`src/rtl/pc_seq_pkg.sv`:
```
// Shared definitions for the program-counter sequencer.
//   pc_mode_t       : 3-bit next-PC mode select (codes 6 and 7 reserved, act as SEQ)
//   PC_XLEN_DEFAULT : default PC / address width
package pc_seq_pkg;

  localparam int unsigned PC_XLEN_DEFAULT = 32;

  typedef enum logic [2:0] {
    PCM_SEQ    = 3'd0,
    PCM_BRANCH = 3'd1,
    PCM_JUMP   = 3'd2,
    PCM_JREG   = 3'd3,
    PCM_CALL   = 3'd4,
    PCM_RET    = 3'd5
  } pc_mode_t;

endpackage

```
`src/rtl/pc_sequencer_ras.sv`:
```
// Return-address stack: circular buffer with a write pointer and valid count.
//   clk, Reset : clock, synchronous active-high reset
//   push, pop  : stack operations (caller guarantees at most one per cycle)
//   din        : address to push
//   top        : most recently pushed entry (valid while count != 0)
//   count      : number of valid entries, 0..DEPTH
//   ovf, unf   : one-cycle pulses for push-when-full / pop-when-empty
module ras_stack #(
  parameter int unsigned XLEN  = 32,
  parameter int unsigned DEPTH = 4
) (
  input  logic                     clk,
  input  logic                     Reset,
  input  logic                     push,
  input  logic                     pop,
  input  logic [XLEN-1:0]          din,
  output logic [XLEN-1:0]          top,
  output logic [$clog2(DEPTH):0]   count,
  output logic                     ovf,
  output logic                     unf
);

  localparam int unsigned PTR_W = $clog2(DEPTH);
  localparam int unsigned CNT_W = PTR_W + 1;

  logic [XLEN-1:0]  mem [DEPTH];
  logic [PTR_W-1:0] ptr;
  logic             full;
  logic             empty;

  assign full  = (count == CNT_W'(DEPTH));
  assign empty = (count == '0);
  // ptr is the next free slot; when full it also marks the oldest entry,
  // so a push on a full stack overwrites the oldest address naturally.
  assign top   = mem[ptr - PTR_W'(1)];

  always_ff @(posedge clk) begin
    if (Reset) begin
      ptr   <= '0;
      count <= '0;
      ovf   <= 1'b0;
      unf   <= 1'b0;
    end else begin
      ovf <= 1'b0;
      unf <= 1'b0;
      if (push) begin
        ptr <= ptr + PTR_W'(1);
        if (full) ovf   <= 1'b1;
        else      count <= count + CNT_W'(1);
      end else if (pop) begin
        if (empty) begin
          unf <= 1'b1;
        end else begin
          ptr   <= ptr - PTR_W'(1);
          count <= count - CNT_W'(1);
        end
      end
    end
  end

  always_ff @(posedge clk) begin
    if (push && !Reset) mem[ptr] <= din;
  end

endmodule

```
`src/rtl/pc_sequencer.sv`:
```
// Registered program counter with next-PC mode mux and return-address stack.
//   clk, Reset   : clock, synchronous active-high reset (dominates everything)
//   ready_i      : fetch accepts pc_o; all state advances only when high
//   mode_i       : next-PC mode (pc_mode_t)
//   taken_i      : branch taken (BRANCH only)
//   boff_i       : signed byte offset relative to pc_plus4_o
//   jidx_i       : word index for JUMP / CALL
//   jreg_i       : register target for JREG
//   pc_o         : current PC
//   pc_plus4_o   : pc_o + 4
//   ras_count_o  : valid RAS entries
//   ras_ovf_o, ras_unf_o, misalign_o : one-cycle event pulses
module pc_sequencer
  import pc_seq_pkg::*;
#(
  parameter int unsigned     XLEN         = PC_XLEN_DEFAULT,
  parameter int unsigned     JIDX_W       = 26,
  parameter int unsigned     RAS_DEPTH    = 4,
  parameter logic [XLEN-1:0] RESET_VECTOR = '0
) (
  input  logic                         clk,
  input  logic                         Reset,
  input  logic                         ready_i,
  input  logic [2:0]                   mode_i,
  input  logic                         taken_i,
  input  logic [XLEN-1:0]              boff_i,
  input  logic [JIDX_W-1:0]            jidx_i,
  input  logic [XLEN-1:0]              jreg_i,
  output logic [XLEN-1:0]              pc_o,
  output logic [XLEN-1:0]              pc_plus4_o,
  output logic [$clog2(RAS_DEPTH):0]   ras_count_o,
  output logic                         ras_ovf_o,
  output logic                         ras_unf_o,
  output logic                         misalign_o
);

  logic            advance;
  logic [XLEN-1:0] next_pc;
  logic [XLEN-1:0] jump_tgt;
  logic [XLEN-1:0] ras_top;
  logic            ras_push;
  logic            ras_pop;

  assign advance    = ready_i & ~Reset;
  assign pc_plus4_o = pc_o + XLEN'(4);

  // Wide indices leave no upper PC field; keep only the bits that fit.
  generate
    if (JIDX_W + 2 < XLEN) begin : g_jump_region
      assign jump_tgt = {pc_plus4_o[XLEN-1:JIDX_W+2], jidx_i, 2'b00};
    end else begin : g_jump_full
      assign jump_tgt = {jidx_i[XLEN-3:0], 2'b00};
    end
  endgenerate

  always_comb begin
    next_pc  = pc_plus4_o;
    ras_push = 1'b0;
    ras_pop  = 1'b0;
    case (mode_i)
      PCM_BRANCH: if (taken_i) next_pc = pc_plus4_o + boff_i;
      PCM_JUMP:   next_pc = jump_tgt;
      PCM_JREG:   next_pc = {jreg_i[XLEN-1:2], 2'b00};
      PCM_CALL: begin
        next_pc  = jump_tgt;
        ras_push = advance;
      end
      PCM_RET: begin
        ras_pop = advance;
        if (ras_count_o != '0) next_pc = ras_top;
      end
      default: next_pc = pc_plus4_o;
    endcase
  end

  always_ff @(posedge clk) begin
    if (Reset) begin
      pc_o       <= RESET_VECTOR;
      misalign_o <= 1'b0;
    end else begin
      misalign_o <= ready_i && (mode_i == PCM_JREG) && (jreg_i[1:0] != 2'b00);
      if (ready_i) pc_o <= next_pc;
    end
  end

  ras_stack #(
    .XLEN  (XLEN),
    .DEPTH (RAS_DEPTH)
  ) u_ras (
    .clk   (clk),
    .Reset (Reset),
    .push  (ras_push),
    .pop   (ras_pop),
    .din   (pc_plus4_o),
    .top   (ras_top),
    .count (ras_count_o),
    .ovf   (ras_ovf_o),
    .unf   (ras_unf_o)
  );

endmodule

```
`config.mk`:
```
export PLATFORM = sky130hd
export DESIGN_NAME = pc_sequencer
export DESIGN_NICKNAME = d
export VERILOG_FILES = /design/src/rtl/pc_seq_pkg.sv /design/src/rtl/pc_sequencer_ras.sv /design/src/rtl/pc_sequencer.sv
export SDC_FILE = /design/constraint.sdc
export NUM_CORES = 1
export LEC_CHECK = 0
export CAP_MARGIN = 20
export CORE_ASPECT_RATIO = 1.75
export CORE_MARGIN = 1
export CORE_UTILIZATION = 33
export CTS_CLUSTER_DIAMETER = 40
export DETAILED_ROUTE_END_ITERATION = 8
export GPL_TIMING_DRIVEN = 0
export SYNTH_ARGS = -nofsm -noshare
export SYNTH_HDL_FRONTEND = slang
export SYNTH_SLANG_ARGS = --single-unit
```
`constraint.sdc`:
```
create_clock -name clk -period 3.55 [get_ports clk]
set_input_delay 1.065 -clock clk [delete_from_list [all_inputs] [get_ports clk]]
set_output_delay 1.065 -clock clk [all_outputs]
set_load 0.03 [all_outputs]
```
==> results of run 1 <==
## cells in the final DEF, fill, tap and decap left out, types with 9 or more instances in the layout
| cell | netlist | layout |
|---|---|---|
| buf_2 | 11 | 13 |
| xnor2_4 | 0 | 17 |
| nand3_1 | 30 | 19 |
| dfxtp_2 | 0 | 12 |
| clkbuf_2 | 0 | 9 |
| mux4_2 | 32 | 32 |
| clkdlybuf4s50_1 | 0 | 143 |
| dfxtp_1 | 40 | 19 |
| buf_4 | 2 | 70 |
| nor2_1 | 72 | 63 |
| inv_1 | 16 | 15 |
| nor3_1 | 21 | 19 |
| a221oi_1 | 40 | 38 |
| nand2_1 | 76 | 73 |
| buf_12 | 0 | 9 |
| clkbuf_16 | 0 | 17 |
| xor2_1 | 21 | 13 |
| ha_4 | 0 | 12 |
| and3_1 | 14 | 9 |
| ha_1 | 41 | 24 |
| a21oi_1 | 43 | 30 |
| a21oi_2 | 3 | 12 |
| buf_6 | 0 | 10 |
| xnor2_1 | 33 | 13 |
| clkbuf_1 | 26 | 16 |
| a21o_1 | 14 | 14 |
| edfxtp_1 | 128 | 128 |
| o21ai_0 | 22 | 17 |
| dfxtp_4 | 0 | 9 |
## kinds of logic after synthesis
group	after synthesis	share of synthesized area, %
compound gates	189	14.9
xor+xnor	55	5.23
buf+inv	58	2.55
mux	36	8.15
fa+ha+maj	43	5.91
flops	168	49.6
simple gates	259	13.6
## what timing repair did
action	CTS	global route
setup buffers	50	27
pin swaps	30	46
setup endpoints to repair	59	46
gates resized for setup	142	81
## worst paths after layout
path | from | endpoint | slack, ps | cells after the start
worst min register to register | pc_o[15]$_SDFFE_PP0P_ | pc_o[15]$_SDFFE_PP0P_ | 510 | 2
worst min-delay path | pc_o[15]$_SDFFE_PP0P_ | pc_o[15]$_SDFFE_PP0P_ | 510 | 2
worst max-delay path | pc_o[7]$_SDFFE_PP0P_ | pc_o[27]$_SDFFE_PP0P_ | -50 | 18
worst max register to register | pc_o[7]$_SDFFE_PP0P_ | pc_o[27]$_SDFFE_PP0P_ | -50 | 18
## power by group through the flow
stage	combinational [mW]	sequential (mW)	clock [mW]
global placement	1.13	2.28	0
detailed placement	1.13	2.28	0
CTS	1.25	2.23	1.88
global route	1.42	2.24	1.94
finish	1.34	2.23	1.85
floorplan	0.628	2.32	0
## stage by stage
step	TNS, ps	instances
after global routing	-896	1457
after CTS	-81.1	1431
after floorplan	-62.3	808
after global placement	-159070	1347
final	-103	1457
after detailed placement	-35620	1351
## routing by layer
| metal | vias up | global-route usage, % |
|---|---|---|
| met2 | 338 | 44.0 |
| met1 | 3923 | 25.1 |
| met3 | 84 | 3.04 |
| li1 | 3637 | - |
| met5 | - | 0 |
| met4 | 0 | 12.3 |
## flip-flops by register name, indices dropped and copies added (netlist names)
name	count
u_ras.count	3
pc_o	32
misalign_o	1
u_ras.unf	1
u_ras.ptr	2
u_ras.mem	128
u_ras.ovf	1
## cell type report
type | count | area [sq um] | area share (%)
Tap cell | 373 | 467 | 3.38
Sequential cell | 168 | 4690 | 33.9
Inverter | 17 | 63.8 | 0.461
Timing Repair Buffer | 247 | 2370 | 17.1
Buffer | 38 | 194 | 1.40
Multi-Input combinational cell | 582 | 5460 | 39.5
Clock inverter | 14 | 148 | 1.07
Clock buffer | 18 | 429 | 3.10
## worst max-delay path, cell delays in order (launching register included)
cell and delay (ps):
dfxtp_4 350, and3_4 200, nand3_4 130, nor3_4 220
buf_12 150, nand4_1 210, xnor2_4 240, ha_4 190
a21oi_2 240, o21ai_4 120, buf_6 130, nor4b_4 260
a21oi_4 80, buf_6 130, a31oi_4 200, o21bai_1 110
xor2_1 150, a221oi_1 270, nor3_1 80
==> results.ini, run 1 <==
[global_routing]
grt_overflow = 0
grt_pass1_vias = 7903
grt_usage_pct = 23.5
grt_pass1_wl_mm = 48.4
antenna_found_initial = 0
grt_max_degree = 29

[cells_and_area]
final_area_sq_mm = 0.0138
n_fill_cell = 2451
layout.nets = 1211
syn_to_final_growth_pct = 47.7
drive_gt1_share_pct = 30.3
diodes = 0
final_util_pct = 49.6

[min_path]
hp-class = reg2reg

[floorplan]
start_util_pct = 33.6
die_h_um = 225
io_pins = 167
fp.dieArea_sq_mm = 0.0291
die_x_um = 129
core_area_sq_mm = 0.0279
fp-row-count = 81

[yosys]
async_reset_ff_share_pct = 0
ys_types = 71
synth_edf_count = 128
syn_avg_cell_area_sq_um = 11.6
synth_top_area_share_pct = 41.1
syn_inst = 808
synth_flop_cell = edfxtp_1
synthTopCellsByArea = edfxtp_1 41%, dfxtp_1 8.6%, mux4_2 7.7%, ha_1 5.5%, a221oi_1 3.7%
yosysMostFrequentCell = edfxtp_1
synth_common_cells = 128 x edfxtp_1, 76 x nand2_1, 72 x nor2_1, 43 x a21oi_1, 41 x ha_1
synth_top_area_cell = edfxtp_1
synth-seq-area-share_pct = 49.6
yosys_register_bits = 168
syn_area_sq_mm = 0.00936
synth_nets = 948
yosysWarnings = 0

[detailed_routing]
avgViaCountPerCell = 5.48
wl_per_cell_um = 23.2
wl_met2_mm = 18.4
postRouteWirelength_mm = 33.8
wl_met3_mm = 1.60
drtPass1Iterations = 5
top_layer = met4
detail-route-antenna-nets = 0
drtIter0Drc = 654
wl_met1_mm = 12.0
drcViolationCount = 0
vias = 7982

[setup_path]
start_kind = flip-flop
worstPathArrival_ps = 3900
critPathKind = reg2reg
cp-end-kind = flip-flop
worstPathMaxFanout = 4
worstPathRequired_ps = 3850

[cts]
clkSlewWorstSetupHoldPaths_ps = 70
htree_levels = 4
cts_made_buffers = 17
clkLatencyLatePin_ps = 440
hold_buffers = 0
cts_root_buf = clkbuf_16
cts_tree = yes
cts.sinks = 168
cts_buffer_depth = 2

[power]
combPwrFrac_pct = 24.7
finalPower_mw = 5.43
switching_share_pct = 29.8
vdd_drop_max_v = 0.000360
power_frac_clock_pct = 34.1
p_sw_mw = 1.62
power.density_mw_per_mm2 = 393
internal_power_mw = 3.81
seqPwrFrac_pct = 41.1
power.leakage_nw = 5.04

[sta]
max_freq_mhz = 278
fin_crit_ps = 3600
drv_slew = 0
relSlewSlack_pct = 42.4
clock_skew_ps = 8.49
timing.final.crit_share_pct = 101
setup_ws_ps = -48.3
rsz0062_at_grt = yes
tightest_slew_ps = 864
setup_viol = 3
whs_ps = 511
finalHoldViolCount = 0

[placement]
gp_congestion = 0.884
portBuffers = 166
dpl_cell_area_sq_mm = 0.0120
dp_hpwl_mm = 24.0
dp_slack_ps = -1110

[run_status]
outcome = finished with violations
violations = setup timing

[flow_run]
maxCapViolations = 0

No activity file was read; power rests on OpenSTA's default activity.
==> run 2, diff against run 1 <==
--- a/config.mk
+++ b/config.mk
@@ -6,12 +6,15 @@
 export NUM_CORES = 1
 export LEC_CHECK = 0
 export CAP_MARGIN = 20
+export CELL_PAD_IN_SITES_DETAIL_PLACEMENT = 0
+export CELL_PAD_IN_SITES_GLOBAL_PLACEMENT = 1
 export CORE_ASPECT_RATIO = 1.75
 export CORE_MARGIN = 1
 export CORE_UTILIZATION = 33
 export CTS_CLUSTER_DIAMETER = 40
 export DETAILED_ROUTE_END_ITERATION = 8
 export GPL_TIMING_DRIVEN = 0
+export PLACE_DENSITY_LB_ADDON = 0.1
 export SYNTH_ARGS = -nofsm -noshare
 export SYNTH_HDL_FRONTEND = slang
 export SYNTH_SLANG_ARGS = --single-unit
==> run 2 against run 1 <==
Against the previous run:
- the flow still finishes with violations (setup timing)
- register-to-register slack about the same
- fmax decreased by 1.4%
- hold slack improved by 23 ps
- sequential share of layout area decreased by 0.41 points
- routed wire length increased by 3.8%
- via count decreased by 1.5%
- setup slack got worse by 51 ps
- clock skew increased by 4.8 ps
- combinational power about the same
- final cell count increased by 0.21%
- count of clock-buffer cells in the layout increased by 4
- sequential cell count unchanged
- critical endpoint is now pc_plus4_o[31]
- highest routed layer unchanged
==> results.ini, run 2 (same netlist as run 1, synthesis figures left out) <==
[cells_and_area]
largest_registers = u_ras.mem x128, pc_o x32, u_ras.count x3  ; unchanged
largest_reg_flops = 128  ; unchanged
syn_to_final_growth_pct = 49.5  ; was 47.7%
final_common_cell = clkdlybuf4s50_1  ; unchanged
regMostFlops = u_ras.mem  ; unchanged
final_cells = 1460  ; was 1457
diodes = 0  ; unchanged
final_area_sq_mm = 0.0140  ; was 0.0138 sq mm
final_util_pct = 50.2  ; was 49.6%
drive_gt1_share_pct = 31.3  ; was 30.3%
layout.nets = 1214  ; was 1211
layout_common_cells = 143 x clkdlybuf4s50_1, 128 x edfxtp_1, 72 x nand2_1  ; was 143 x clkdlybuf4s50_1, 128 x edfxtp_1, 73 x nand2_1
n_fill_cell = 2560  ; was 2451

[cts]
hold_buffers = 0  ; unchanged
cts_tree = yes  ; unchanged
clkLatencyLatePin_ps = 460  ; was 440 ps
cts_buffer_depth = 2  ; unchanged
cts_root_buf = clkbuf_16  ; unchanged
cts.sinks = 168  ; unchanged
clkSlewWorstSetupHoldPaths_ps = 70  ; about the same
cts_made_buffers = 17  ; unchanged
htree_levels = 4  ; unchanged

[sta]
finalHoldViolCount = 0  ; unchanged
finalSetupTns_ps = -185  ; was -103 ps
max_freq_mhz = 274  ; was 278 MHz
relSlewSlack_pct = 36.7  ; was 42.4%
fin_crit_ps = 3650  ; was 3600 ps
rsz0062_at_grt = yes  ; unchanged
tightest_slew_ps = 949  ; was 864 ps
clock_skew_ps = 13.3  ; was 8.49 ps
timing.final.crit_share_pct = 103  ; was 101%
whs_ps = 534  ; was 511 ps
drv_slew = 0  ; unchanged
setup_ws_ps = -99.3  ; was -48.3 ps
setup_viol = 4  ; was 3

[floorplan]
die_h_um = 225  ; unchanged
die_x_um = 129  ; unchanged
io_pins = 167  ; unchanged
fp.dieArea_sq_mm = 0.0291  ; unchanged
start_util_pct = 33.6  ; unchanged
fp-row-count = 81  ; unchanged
core_area_sq_mm = 0.0279  ; unchanged

[global_routing]
grt_max_degree = 24  ; was 29
grt_pass1_wl_mm = 50.8  ; was 48.4 mm
antenna_found_initial = 0  ; unchanged
grt_usage_pct = 25.0  ; was 23.5%
grt_pass1_vias = 8238  ; was 7903
grt_overflow = 0  ; unchanged

[detailed_routing]
postRouteWirelength_mm = 35.0  ; was 33.8 mm
drtIter0Drc = 450  ; was 654
drcViolationCount = 0  ; unchanged
avgViaCountPerCell = 5.38  ; was 5.48
vias = 7862  ; was 7982
wl_per_cell_um = 24.0  ; was 23.2 um
drtPass1Iterations = 5  ; unchanged
detail-route-antenna-nets = 0  ; unchanged

[power]
finalPower_mw = 5.46  ; was 5.43 mW
power_frac_clock_pct = 34.2  ; was 34.1%
seqPwrFrac_pct = 40.8  ; was 41.1%
power.density_mw_per_mm2 = 390  ; was 393 mW/mm^2
internal_power_mw = 3.85  ; was 3.81 mW
combPwrFrac_pct = 25.0  ; was 24.7%
p_sw_mw = 1.62  ; about the same
power.leakage_nw = 5.08  ; was 5.04 nW
vdd_drop_max_v = 0.000382  ; was 0.000360 V
switching_share_pct = 29.6  ; was 29.8%

[placement]
dp_slack_ps = -1460  ; was -1110 ps
dp_hpwl_mm = 25.3  ; was 24.0 mm
portBuffers = 166  ; unchanged
gp_congestion = 0.846  ; was 0.884
dpl_cell_area_sq_mm = 0.0120  ; unchanged
dp.cells = 1351  ; unchanged

[setup_path]
worstPathCellList = and3_4 > nand3_4 > nor3_4 > buf_12 > nand3_4 > buf_4 > nor3_4 > xnor2_4 > buf_6  ; was and3_4 > nand3_4 > nor3_4 > buf_12 > nand4_1 > xnor2_4 > ha_4 > a21oi_2 > o21ai_4 > buf_6 > nor4b_4 > a21oi_4 > buf_6 > a31oi_4 > o21bai_1 > xor2_1 > a221oi_1 > nor3_1
crit_slowest_cell = dfxtp_4  ; unchanged
start_kind = flip-flop  ; unchanged
cpPeakStageDelay_ps = 360  ; was 350 ps
critPathKind = reg2out  ; was reg2reg
worstPathRequired_ps = 2480  ; was 3850 ps
worstPathArrival_ps = 2580  ; was 3900 ps
worstPathMaxFanout = 9  ; was 4
cp-end-kind = output pin  ; was flip-flop

[min_path]
hp-class = reg2reg  ; unchanged

[run_status]
outcome = finished with violations  ; unchanged
violations = setup timing  ; unchanged

[flow_run]
maxCapViolations = 0  ; unchanged

[run 2: changes by cell type in the layout (fill, tap and decap cells not counted), sizes merged]
cell          before  now
clkbuf            46   54
clkinv             6    4
clkinvlp           4    2
buf              104  105
dlygate4sd2        6    5
dlymetal6s2s       2    1
[run 2: final timing paths]
check,from,to,slack (ps),cells past startpoint
max reg2reg,pc_o[7]$_SDFFE_PP0P_,pc_o[27]$_SDFFE_PP0P_,-40,17
max,pc_o[7]$_SDFFE_PP0P_,pc_plus4_o[31],-100,9
min,pc_o[6]$_SDFFE_PP0P_,pc_o[6]$_SDFFE_PP0P_,530,2
min reg2reg,pc_o[6]$_SDFFE_PP0P_,pc_o[6]$_SDFFE_PP0P_,530,2
[run 2: cell type report]
cell class	count	area, sq um	area share, %
clock buffer	22	454	3.25
inverter	17	63.8	0.456
sequential	168	4690	33.5
timing repair buffer	250	2440	17.4
buffer	38	203	1.45
tap	373	467	3.34
multi-input combinational	582	5560	39.7
clock inverter	10	120	0.859
[run 2: timing repair]
| item | in CTS | in global routing |
|---|---|---|
| setup endpoints to repair | 58 | 44 |
| resized for setup | 182 | 87 |
| gates cloned | 0 | 0 |
| pin swaps | 45 | 48 |
| setup buffers | 54 | 28 |
[run 2: worst max-delay path, delay by kind of cell, from the launching register on]
kind | cells | cell delay (ps)
xor+xnor | 1 | 210
flops | 1 | 360
buf+inv | 3 | 560
simple gates | 5 | 980
[run 2: power groups by stage]
stage,clock [mW],sequential (mW),combinational (mW)
2_1_floorplan,0,2.32,0.628
4_1_cts,1.90,2.23,1.29
6_report,1.87,2.23,1.36
5_1_grt,1.95,2.23,1.45
3_3_place_gp,0,2.28,1.13
3_5_place_dp,0,2.28,1.13
[run 2: layer usage]
| layer | vias up | global-route usage (%) | routed length [um] |
|---|---|---|---|
| met2 | 228 | 46.3 | 19200 |
| met4 | 0 | 11.4 | 1420 |
| met5 | - | 0 | 0 |
| met1 | 3924 | 27.0 | 13000 |
| met3 | 61 | 4.26 | 1420 |
| li1 | 3649 | - | - |
